### config.mk
export PLATFORM = sky130hd
export DESIGN_NAME = midi_fifo_flat
export DESIGN_NICKNAME = d
export VERILOG_FILES = /design/src/rtl/midi_fifo_if.sv /design/src/rtl/midi_fifo.sv /design/src/flat_wrapper.sv
export SDC_FILE = /design/constraint.sdc
export NUM_CORES = 1
export LEC_CHECK = 0
export ABC_AREA = 1
export CAP_MARGIN = 10
export CORE_ASPECT_RATIO = 0.6
export CORE_MARGIN = 5
export CORE_UTILIZATION = 44
export DETAILED_ROUTE_END_ITERATION = 6
export PLACE_DENSITY_LB_ADDON = 0.3
export SETUP_SLACK_MARGIN = 0.15
export SLEW_MARGIN = 20
export SYNTH_ARGS = -nofsm -noshare
export SYNTH_HDL_FRONTEND = slang
export SYNTH_SLANG_ARGS = --single-unit
### constraint.sdc
create_clock -name clk -period 2.3 [get_ports clk]
set_input_delay 0.46 -clock clk [delete_from_list [all_inputs] [get_ports clk]]
set_output_delay 0.46 -clock clk [all_outputs]
set_load 0.02 [all_outputs]
### src/rtl/midi_fifo_if.sv
// Bundle of FIFO handshake/data signals between producer/consumer and midi_fifo.
// master: drives clr/strobes/data_i and sees status; slave: the FIFO side.
interface midi_fifo_if #(
    parameter int DATA_W = 8,
    parameter int DEPTH  = 4
);
    localparam int CW = $clog2(DEPTH) + 1;

    logic              clr;
    logic              stb_wr;
    logic [DATA_W-1:0] data_i;
    logic              stb_rd;
    logic [DATA_W-1:0] data_o;
    logic              empty;
    logic              full;
    logic              almost_full;
    logic [CW-1:0]     count;
    logic              ovf;
    logic              udf;

    modport master (
        output clr, stb_wr, data_i, stb_rd,
        input  data_o, empty, full, almost_full, count, ovf, udf
    );

    modport slave (
        input  clr, stb_wr, data_i, stb_rd,
        output data_o, empty, full, almost_full, count, ovf, udf
    );
endinterface

### src/rtl/midi_fifo.sv
// Synchronous FWFT FIFO buffering MIDI bytes ahead of the UART transmitter.
// Ports: clk, reset (async, active-high), bus (midi_fifo_if.slave):
//   clr/stb_wr/data_i/stb_rd in; data_o/empty/full/almost_full/count/ovf/udf out.
module midi_fifo #(
    parameter int DATA_W    = 8,
    parameter int DEPTH     = 4,
    parameter int AFULL_LVL = DEPTH - 1
) (
    input  logic        clk,
    input  logic        reset,
    midi_fifo_if.slave  bus
);
    localparam int AW = $clog2(DEPTH);
    localparam int CW = AW + 1;
    localparam logic [CW-1:0] LP_DEPTH = CW'(DEPTH);
    localparam logic [CW-1:0] LP_AFULL = CW'(AFULL_LVL);

    logic [DATA_W-1:0] r_mem [DEPTH];
    logic [AW-1:0]     r_head;
    logic [AW-1:0]     r_tail;
    logic [CW-1:0]     r_count;
    logic              r_ovf;
    logic              r_udf;

    logic w_empty;
    logic w_full;
    logic w_rd_acc;
    logic w_wr_acc;

    assign w_empty  = (r_count == '0);
    assign w_full   = (r_count == LP_DEPTH);
    // A pop at full frees a slot in the same edge, so the write still lands.
    assign w_rd_acc = bus.stb_rd & ~w_empty & ~bus.clr;
    assign w_wr_acc = bus.stb_wr & (~w_full | w_rd_acc) & ~bus.clr;

    always_ff @(posedge clk) begin
        if (w_wr_acc) begin
            r_mem[r_tail] <= bus.data_i;
        end
    end

    always_ff @(posedge clk or posedge reset) begin
        if (reset) begin
            r_head  <= '0;
            r_tail  <= '0;
            r_count <= '0;
            r_ovf   <= 1'b0;
            r_udf   <= 1'b0;
        end else if (bus.clr) begin
            r_head  <= '0;
            r_tail  <= '0;
            r_count <= '0;
            r_ovf   <= 1'b0;
            r_udf   <= 1'b0;
        end else begin
            if (w_wr_acc) begin
                r_tail <= r_tail + AW'(1);
            end
            if (w_rd_acc) begin
                r_head <= r_head + AW'(1);
            end
            case ({w_wr_acc, w_rd_acc})
                2'b10:   r_count <= r_count + CW'(1);
                2'b01:   r_count <= r_count - CW'(1);
                default: r_count <= r_count;
            endcase
            if (bus.stb_wr & ~w_wr_acc) begin
                r_ovf <= 1'b1;
            end
            // Read on empty is flagged even when a write lands that edge.
            if (bus.stb_rd & w_empty) begin
                r_udf <= 1'b1;
            end
        end
    end

    assign bus.data_o      = w_empty ? '0 : r_mem[r_head];
    assign bus.empty       = w_empty;
    assign bus.full        = w_full;
    assign bus.almost_full = (r_count >= LP_AFULL);
    assign bus.count       = r_count;
    assign bus.ovf         = r_ovf;
    assign bus.udf         = r_udf;
endmodule

### src/flat_wrapper.sv
// flat-port wrapper written by rule: the top's interface ports become plain ports
module midi_fifo_flat 
#(
    parameter int DATA_W    = 8,
    parameter int DEPTH     = 4,
    parameter int AFULL_LVL = DEPTH - 1
)
  (clk, reset, bus_clr, bus_stb_wr, bus_data_i, bus_stb_rd, bus_data_o, bus_empty, bus_full, bus_almost_full, bus_count, bus_ovf, bus_udf);
  midi_fifo_if #(.DATA_W(DATA_W), .DEPTH(DEPTH)) bus_i ();
  input  logic clk;
  input  logic reset;
  input wire logic [$bits(bus_i.clr)-1:0] bus_clr;
  input wire logic [$bits(bus_i.stb_wr)-1:0] bus_stb_wr;
  input wire logic [$bits(bus_i.data_i)-1:0] bus_data_i;
  input wire logic [$bits(bus_i.stb_rd)-1:0] bus_stb_rd;
  output wire logic [$bits(bus_i.data_o)-1:0] bus_data_o;
  output wire logic [$bits(bus_i.empty)-1:0] bus_empty;
  output wire logic [$bits(bus_i.full)-1:0] bus_full;
  output wire logic [$bits(bus_i.almost_full)-1:0] bus_almost_full;
  output wire logic [$bits(bus_i.count)-1:0] bus_count;
  output wire logic [$bits(bus_i.ovf)-1:0] bus_ovf;
  output wire logic [$bits(bus_i.udf)-1:0] bus_udf;
  assign bus_i.clr = bus_clr;
  assign bus_i.stb_wr = bus_stb_wr;
  assign bus_i.data_i = bus_data_i;
  assign bus_i.stb_rd = bus_stb_rd;
  assign bus_data_o = bus_i.data_o;
  assign bus_empty = bus_i.empty;
  assign bus_full = bus_i.full;
  assign bus_almost_full = bus_i.almost_full;
  assign bus_count = bus_i.count;
  assign bus_ovf = bus_i.ovf;
  assign bus_udf = bus_i.udf;
  midi_fifo #(.DATA_W(DATA_W), .DEPTH(DEPTH), .AFULL_LVL(AFULL_LVL)) u_core (.clk(clk), .reset(reset), .bus(bus_i));
endmodule
==> flow_summary.json, run 1 <==
{
  "powerDensity_nw_per_um2": 1069,
  "min-delay-path-class": "in2async",
  "ant_nets": 0,
  "worstPathMaxFanout": 17,
  "std_cell_rows": 18,
  "avgRoutedWirePerCell_um": 13.88,
  "slew_at_the_pin_closest_to_its_max_slew_limit_ps": 394.2,
  "vdd.ir_drop.worst_uv": 357.3,
  "worstPathRequired_ps": 1840,
  "grt_pass1_wl_um": 6320,
  "max_clock_freq_mhz": 489.4,
  "cpPeakStageDelay_ps": 430,
  "utilization": 0.5764,
  "clk_root_buffer_cell": "sky130_fd_sc_hd__clkbuf_8",
  "yosys-top-cells-area": "sky130_fd_sc_hd__edfxtp_1 52%, sky130_fd_sc_hd__dfrtp_1 12%, sky130_fd_sc_hd__nor2_1 8.2%",
  "clkTransAtPathRegs_ps": 80,
  "share_of_synthesized_flip_flops_with_an_asynchronous_set_or_reset": 0.2195,
  "worst_r2r_path_depth": 10,
  "clk_buf_depth": 2,
  "timing.critical_path.to_type": "output pin",
  "max-cap-violations": 0,
  "postSynthNetCount": 190,
  "rsz0062_at_grt": "no",
  "power.total_mw": 2.513,
  "pre_antenna_drt_iters": 4,
  "first_global_vias": 1335,
  "io-pin-count": 29,
  "finalClockSkew_ps": 5.431,
  "cp-start-kind": "flip-flop",
  "cts_num_sinks": 41,
  "crit-reg2reg-launch": "u_core.bus.count[1]",
  "crit_path_cell_trace": "inv_2 > o21ai_0 > a21oi_1 > dlygate4sd2_1",
  "floorplan.initialDensity": 0.4503,
  "global_route.usage.total": 0.1548,
  "post-cts-setup-buffer-count": 0,
  "slew_viol_final": 0,
  "timing.max_slew.rel_slack": 0.7369,
  "fin_crit_ps": 2043,
  "syn_area_um2": 1836,
  "synth_edf_count": 32,
  "criticalPathCategory": "reg2out",
  "post-route-period-util": 0.8884,
  "leakagePower_nw": 0.9763,
  "port_buffers": 28,
  "count_of_vias_placed_by_the_detailed_router": 1333,
  "post_synth_inst_count": 172,
  "antenna_found_initial": 0,
  "drt_first_iter_violations": 76,
  "fill_cells": 350,
  "width_of_the_die_um": 93.38,
  "synth_top_area_share": 0.5235,
  "final-hold-violation-count": 0,
  "clock_latency_ps": 290,
  "fin_setup_tns_ps": 0,
  "die_y_um": 60.03,
  "cts_buffers": 5,
  "post_route_cells_drive_above_1_share": 0.1881,
  "synth_area_per_cell_um2": 10.67,
  "route.final.wire_length_um": 3859,
  "crit_arrival_ps": 1580,
  "critPathBufInv": 2,
  "vias_per_cell": 4.795,
  "cts.htree.levels": 2,
  "remaining_drc_errors": 0,
  "synth_top_area_cell": "sky130_fd_sc_hd__edfxtp_1",
  "kind_of_cell_adding_the_most_delay_to_the_critical_path": "buffers and inverters",
  "core_outline_area_um2": 4076,
  "synth.lib_cells_used.distinct": 23,
  "pin_count_of_the_biggest_net_entering_global_routing": 18,
  "hold_buffer_count_at_cts": 0,
  "dp_hpwl_um": 2773,
  "slowest_stage": "sky130_fd_sc_hd__dfrtp_1",
  "detailedPlace.worstSlack_ps": 155.4,
  "num_antenna_cells": 0,
  "postLayoutSetupSlackWorst_ps": 256.8,
  "synth_warn": 0,
  "reg2reg_to": "u_core.bus.count[2]",
  "r2r_setup_slack_ps": 530,
  "setup_viol": 0,
  "prevailing_post_synth_register_cell": "sky130_fd_sc_hd__edfxtp_1",
  "globalRouteOverflowTotal": 0,
  "final_nets": 235,
  "timing.hold.ws_ps": 445.0,
  "synth-seq-cells": 41,
  "run_status": "finished, final reports clean",
  "globalplace.congestion": 0.7932,
  "area_growth_syn_to_layout_pct": 28.02,
  "tritoncts_clock_tree": "yes",
  "register_area_share_after_synthesis": 0.6462,
  "fp.dieArea_um2": 5606
}
-- how the worst max path moves through the flow --
stage | slack, ps | endpoint | start | cells after the start
after floorplan | 420 | bus_data_o[0] | u_core.bus.count[0] | 4
after global placement | 230 | bus_data_o[4] | u_core.r_head[1] | 5
after detailed placement | 160 | u_core.bus.count[2] | bus_stb_rd | 9
after CTS | 200 | bus_data_o[0] | u_core.bus.count[2] | 6
after global routing | 160 | bus_data_o[5] | u_core.r_head[0] | 6
final | 260 | bus_data_o[6] | u_core.r_head[0] | 4
-- through the flow --
stage | area [um^2] | std cells
global placement | 2265 | 270
global route | 2350 | 278
floorplan | 1836 | 172
detailed placement | 2265 | 270
finish | 2350 | 278
CTS | 2370 | 278
-- synthesized netlist by cell type (2+ instances only) --
cell / n
sky130_fd_sc_hd__a21oi_1: 11
sky130_fd_sc_hd__nand3_1: 4
sky130_fd_sc_hd__nor2_1: 40
sky130_fd_sc_hd__nand2_1: 17
sky130_fd_sc_hd__o21ai_0: 16
sky130_fd_sc_hd__dfrtp_1: 9
sky130_fd_sc_hd__ha_1: 4
sky130_fd_sc_hd__edfxtp_1: 32
sky130_fd_sc_hd__inv_1: 12
sky130_fd_sc_hd__a31oi_1: 2
sky130_fd_sc_hd__clkinv_1: 2
sky130_fd_sc_hd__buf_4: 3
sky130_fd_sc_hd__nand4_1: 4
sky130_fd_sc_hd__nand2_2: 4
sky130_fd_sc_hd__inv_2: 4
-- worst reg2reg max path, delay by kind of cell (launching register included) --
family / cells / cell delay, ps
and+or+nand+nor: 7 / 660
DFF: 1 / 400
adders and majority gates: 1 / 380
xor gates and xnor gates: 1 / 190
buffers and inverters: 1 / 80
-- layout by cell type (no fill, tap or decap), drive strengths merged --
master and n:
nand2 22, clkbuf 13, nand4 4, dlygate4sd2 3, clkinv 2, clkdlybuf4s50 18
nand3 5, xnor2 1, ha 4, bufinv 1, o21ai 17, fa 1
inv 16, edfxtp 32, a21oi 11, a31oi 2, nor2 41, clkdlybuf4s15 1
buf 15, dfrtp 9
-- report_power, final --
| group | leakage (nW) | internal [mW] | switching [mW] |
|---|---|---|---|
| Clock | 0.0585 | 0.354 | 0.245 |
| Combinational | 0.509 | 0.389 | 0.603 |
| Sequential | 0.409 | 0.874 | 0.0476 |
-- sequential cells by signal (all words and copies together), names as in the netlist --
name / cells
u_core.r_mem: 32
u_core.bus.count: 3
u_core.r_head: 2
u_core.r_tail: 2
u_core.bus.ovf: 1
u_core.bus.udf: 1
-- layer usage --
| metal | global-route usage | vias up | share of wire | routed length (um) |
|---|---|---|---|---|
| li1 | - | 664 | - | - |
| met1 | 0.1897 | 631 | 0.46 | 1761 |
| met2 | 0.2530 | 31 | 0.49 | 1890 |
| met3 | 0.04277 | 7 | 0.034 | 130 |
| met4 | 0.08351 | 0 | 0.020 | 76 |
| met5 | 0 | - | 0 | 0 |
-- repair_timing --
item                       4_1_cts  5_1_grt
gates resized for setup         11       14
pin swaps                        0        0
hold endpoints to repair         0        0
setup endpoints to repair       10        8
-- cell type report --
class	count	area (um^2)	share of cell area
well taps	60	75.07	0.03195
multi-input cells	108	543.0	0.2311
clock inverters	1	30.03	0.01278
inverters	18	68.82	0.02929
repair buffers	43	359.1	0.1528
clock buffers	7	86.33	0.03674
flip-flops and latches	41	1187	0.5053
-- logic make-up (layout without fill, tap and decap cells) --
| kind of cell | Yosys count | count (layout) | synth area share |
|---|---|---|---|
| xor+xnor | 1 | 1 | 0.004773 |
| flops | 41 | 41 | 0.6462 |
| buf+inv | 23 | 69 | 0.05793 |
| simple gates | 72 | 72 | 0.1697 |
| compound gates | 30 | 30 | 0.08316 |
| fa+ha+maj | 5 | 5 | 0.03817 |
Note: power is estimated with default switching activity, not from simulation.
==> run 2: changes to the inputs <==
==> constraint.sdc (replaced) <==
create_clock -name clk -period 2.5 [get_ports clk]
set_input_delay 0.5 -clock clk [delete_from_list [all_inputs] [get_ports clk]]
set_output_delay 0.5 -clock clk [all_outputs]
set_load 0.02 [all_outputs]
==> run 2 against run 1 <==
  * Combinational power shrank 13%
  * Final cell count shrank 2.2%
  * Highest routed layer unchanged
  * Register-to-register slack gained 100 ps
  * Clock skew shrank 1.1 ps
  * Largest power group is now registers
  * Clock power shrank 16%
  * Global-route usage shrank 1.3 points
  * Critical path depth grew 1
==> flow_summary.json, run 2 (synthesized netlist as in run 1, its figures left out) <==
{
  "route.final.wire_length_um": 3735,
  "count_of_vias_placed_by_the_detailed_router": 1310,
  "run_status": "finished, final reports clean",
  "pin_count_of_the_biggest_net_entering_global_routing": 18,
  "port_buffers": 28,
  "dp_hpwl_um": 2653,
  "clock_latency_ps": 280,
  "finalClockSkew_ps": 4.329,
  "rsz0062_at_grt": "yes",
  "power.total_mw": 2.240,
  "postLayoutSetupSlackWorst_ps": 129.6,
  "fin_crit_ps": 2370,
  "clk_root_buffer_cell": "sky130_fd_sc_hd__clkbuf_8",
  "slowest_stage": "sky130_fd_sc_hd__clkdlybuf4s50_1",
  "global_route.usage.total": 0.1416,
  "cpPeakStageDelay_ps": 620,
  "fin_setup_tns_ps": 0,
  "first_global_vias": 1301,
  "std_cell_rows": 18,
  "detailedPlace.worstSlack_ps": 186.7,
  "cts_buffers": 5,
  "layout_commonest_cell": "sky130_fd_sc_hd__nor2_1",
  "crit_path_cell_trace": "buf_4 > nor2_1 > o21ai_0 > a21oi_1 > clkdlybuf4s50_1",
  "fill_cells": 346,
  "vdd.ir_drop.worst_uv": 341.0,
  "clkTransAtPathRegs_ps": 80,
  "timing.max_slew.rel_slack": 0.7529,
  "cts_num_sinks": 41,
  "globalplace.congestion": 0.7629,
  "post_route_cells_drive_above_1_share": 0.1509,
  "die_y_um": 60.03,
  "avgRoutedWirePerCell_um": 13.73,
  "layout.cells.most_common_list": "40 x sky130_fd_sc_hd__nor2_1, 32 x sky130_fd_sc_hd__edfxtp_1, 20 x sky130_fd_sc_hd__clkdlybuf4s50_1",
  "post_layout_nonfiller_instances": 272,
  "max_flop_register": "u_core.r_mem",
  "setup_viol": 0,
  "cp-start-kind": "flip-flop",
  "antenna_found_initial": 0,
  "remaining_drc_errors": 0,
  "globalRouteOverflowTotal": 0,
  "drt_first_iter_violations": 80,
  "clk_buf_depth": 2,
  "hold_buffer_count_at_cts": 0,
  "post-route-period-util": 0.9482,
  "tritoncts_clock_tree": "yes",
  "slew_viol_final": 0,
  "place.detailed.instances": 263,
  "min-delay-path-class": "in2async",
  "fp.dieArea_um2": 5606,
  "criticalPathCategory": "reg2out",
  "max-cap-violations": 0,
  "cts.htree.levels": 2,
  "timing.critical_path.to_type": "output pin",
  "core_outline_area_um2": 4076,
  "vias_per_cell": 4.816,
  "floorplan.initialDensity": 0.4503,
  "width_of_the_die_um": 93.38,
  "worstPathRequired_ps": 2000,
  "io-pin-count": 29,
  "grt_pass1_wl_um": 5796,
  "num_antenna_cells": 0,
  "powerDensity_nw_per_um2": 958.7,
  "final_nets": 230,
  "max_reg_flops": 32,
  "worstPathMaxFanout": 8,
  "ant_nets": 0,
  "slew_at_the_pin_closest_to_its_max_slew_limit_ps": 370.3,
  "final-hold-violation-count": 0,
  "max_clock_freq_mhz": 421.9,
  "crit_arrival_ps": 1870,
  "leakagePower_nw": 0.9755,
  "area_growth_syn_to_layout_pct": 27.27,
  "timing.hold.ws_ps": 479.9,
  "pre_antenna_drt_iters": 4
}
[run 2: cell types whose count changed in the layout (fill, tap and decap cells not counted), moves of 2 or more]
cell	change
sky130_fd_sc_hd__clkbuf_2	-6
sky130_fd_sc_hd__clkdlybuf4s50_1	+2
sky130_fd_sc_hd__clkinv_2	+2
sky130_fd_sc_hd__dlymetal6s2s_1	+2
sky130_fd_sc_hd__dlygate4sd2_1	+3
sky130_fd_sc_hd__buf_4	-5
[run 2: power by group]
part           switching, mW  leakage (nW)  total [mW]  internal (mW)
Combinational          0.524         0.514       0.866          0.343
Sequential            0.0653         0.408       0.870          0.805
Clock                  0.213        0.0540       0.503          0.290
Total                  0.802         0.976        2.24           1.44
[run 2: final timing paths]
| check | startpoint | to | slack (ps) | cells past startpoint |
|---|---|---|---|---|
| worst max-delay path | u_core.r_head[1] | bus_data_o[6] | 130 | 5 |
| worst min-delay path | reset | u_core.bus.ovf | 480 | 2 |
| worst min register to register | u_core.bus.ovf | u_core.bus.ovf | 510 | 2 |
| worst max register to register | u_core.bus.count[1] | u_core.bus.count[2] | 630 | 10 |
| max in group asynchronous | reset | u_core.bus.count[0] | 1730 | 2 |
| min in group clk | u_core.bus.ovf | u_core.bus.ovf | 510 | 2 |
[run 2: area by class of cell]
type                    count  area (um^2)  area share
clock buffers               5        68.82     0.02946
clock inverters             2        35.03     0.01500
inverters                  18        72.57     0.03107
multi-input cells         108        543.0      0.2325
flip-flops and latches     41         1189      0.5088
well taps                  60        75.07     0.03214
repair buffers             38        352.8      0.1510
[run 2: timing repair]
item | CTS | global route
resized for setup | 11 | 2
endpoints found under the setup margin | 9 | 4
setup buffers | 1 | 1
[run 2: layer usage]
metal | GRT usage | wire length (um)
met5 | 0 | 0
met3 | 0.03899 | 169
met4 | 0.07933 | 51
met2 | 0.2276 | 1826
met1 | 0.1758 | 1687
[run 2: worst max-delay path: cells and delay by family (launching register included)]
kind	cells	cell delay [ps]
AND/OR/NAND/NOR	1	110
flip-flops	1	400
AO/OA/AOI/OAI	2	280
buffers and inverters	2	800
[run 2: through the flow]
| stage | cell area, um^2 | util |
|---|---|---|
| 6_report | 2336 | 0.5731 |
| 3_5_place_dp | 2212 | 0.5427 |
| 4_1_cts | 2323 | 0.5700 |
| 2_1_floorplan | 1836 | - |
| 5_1_grt | 2336 | 0.5731 |
| 3_3_place_gp | 2212 | 0.5427 |
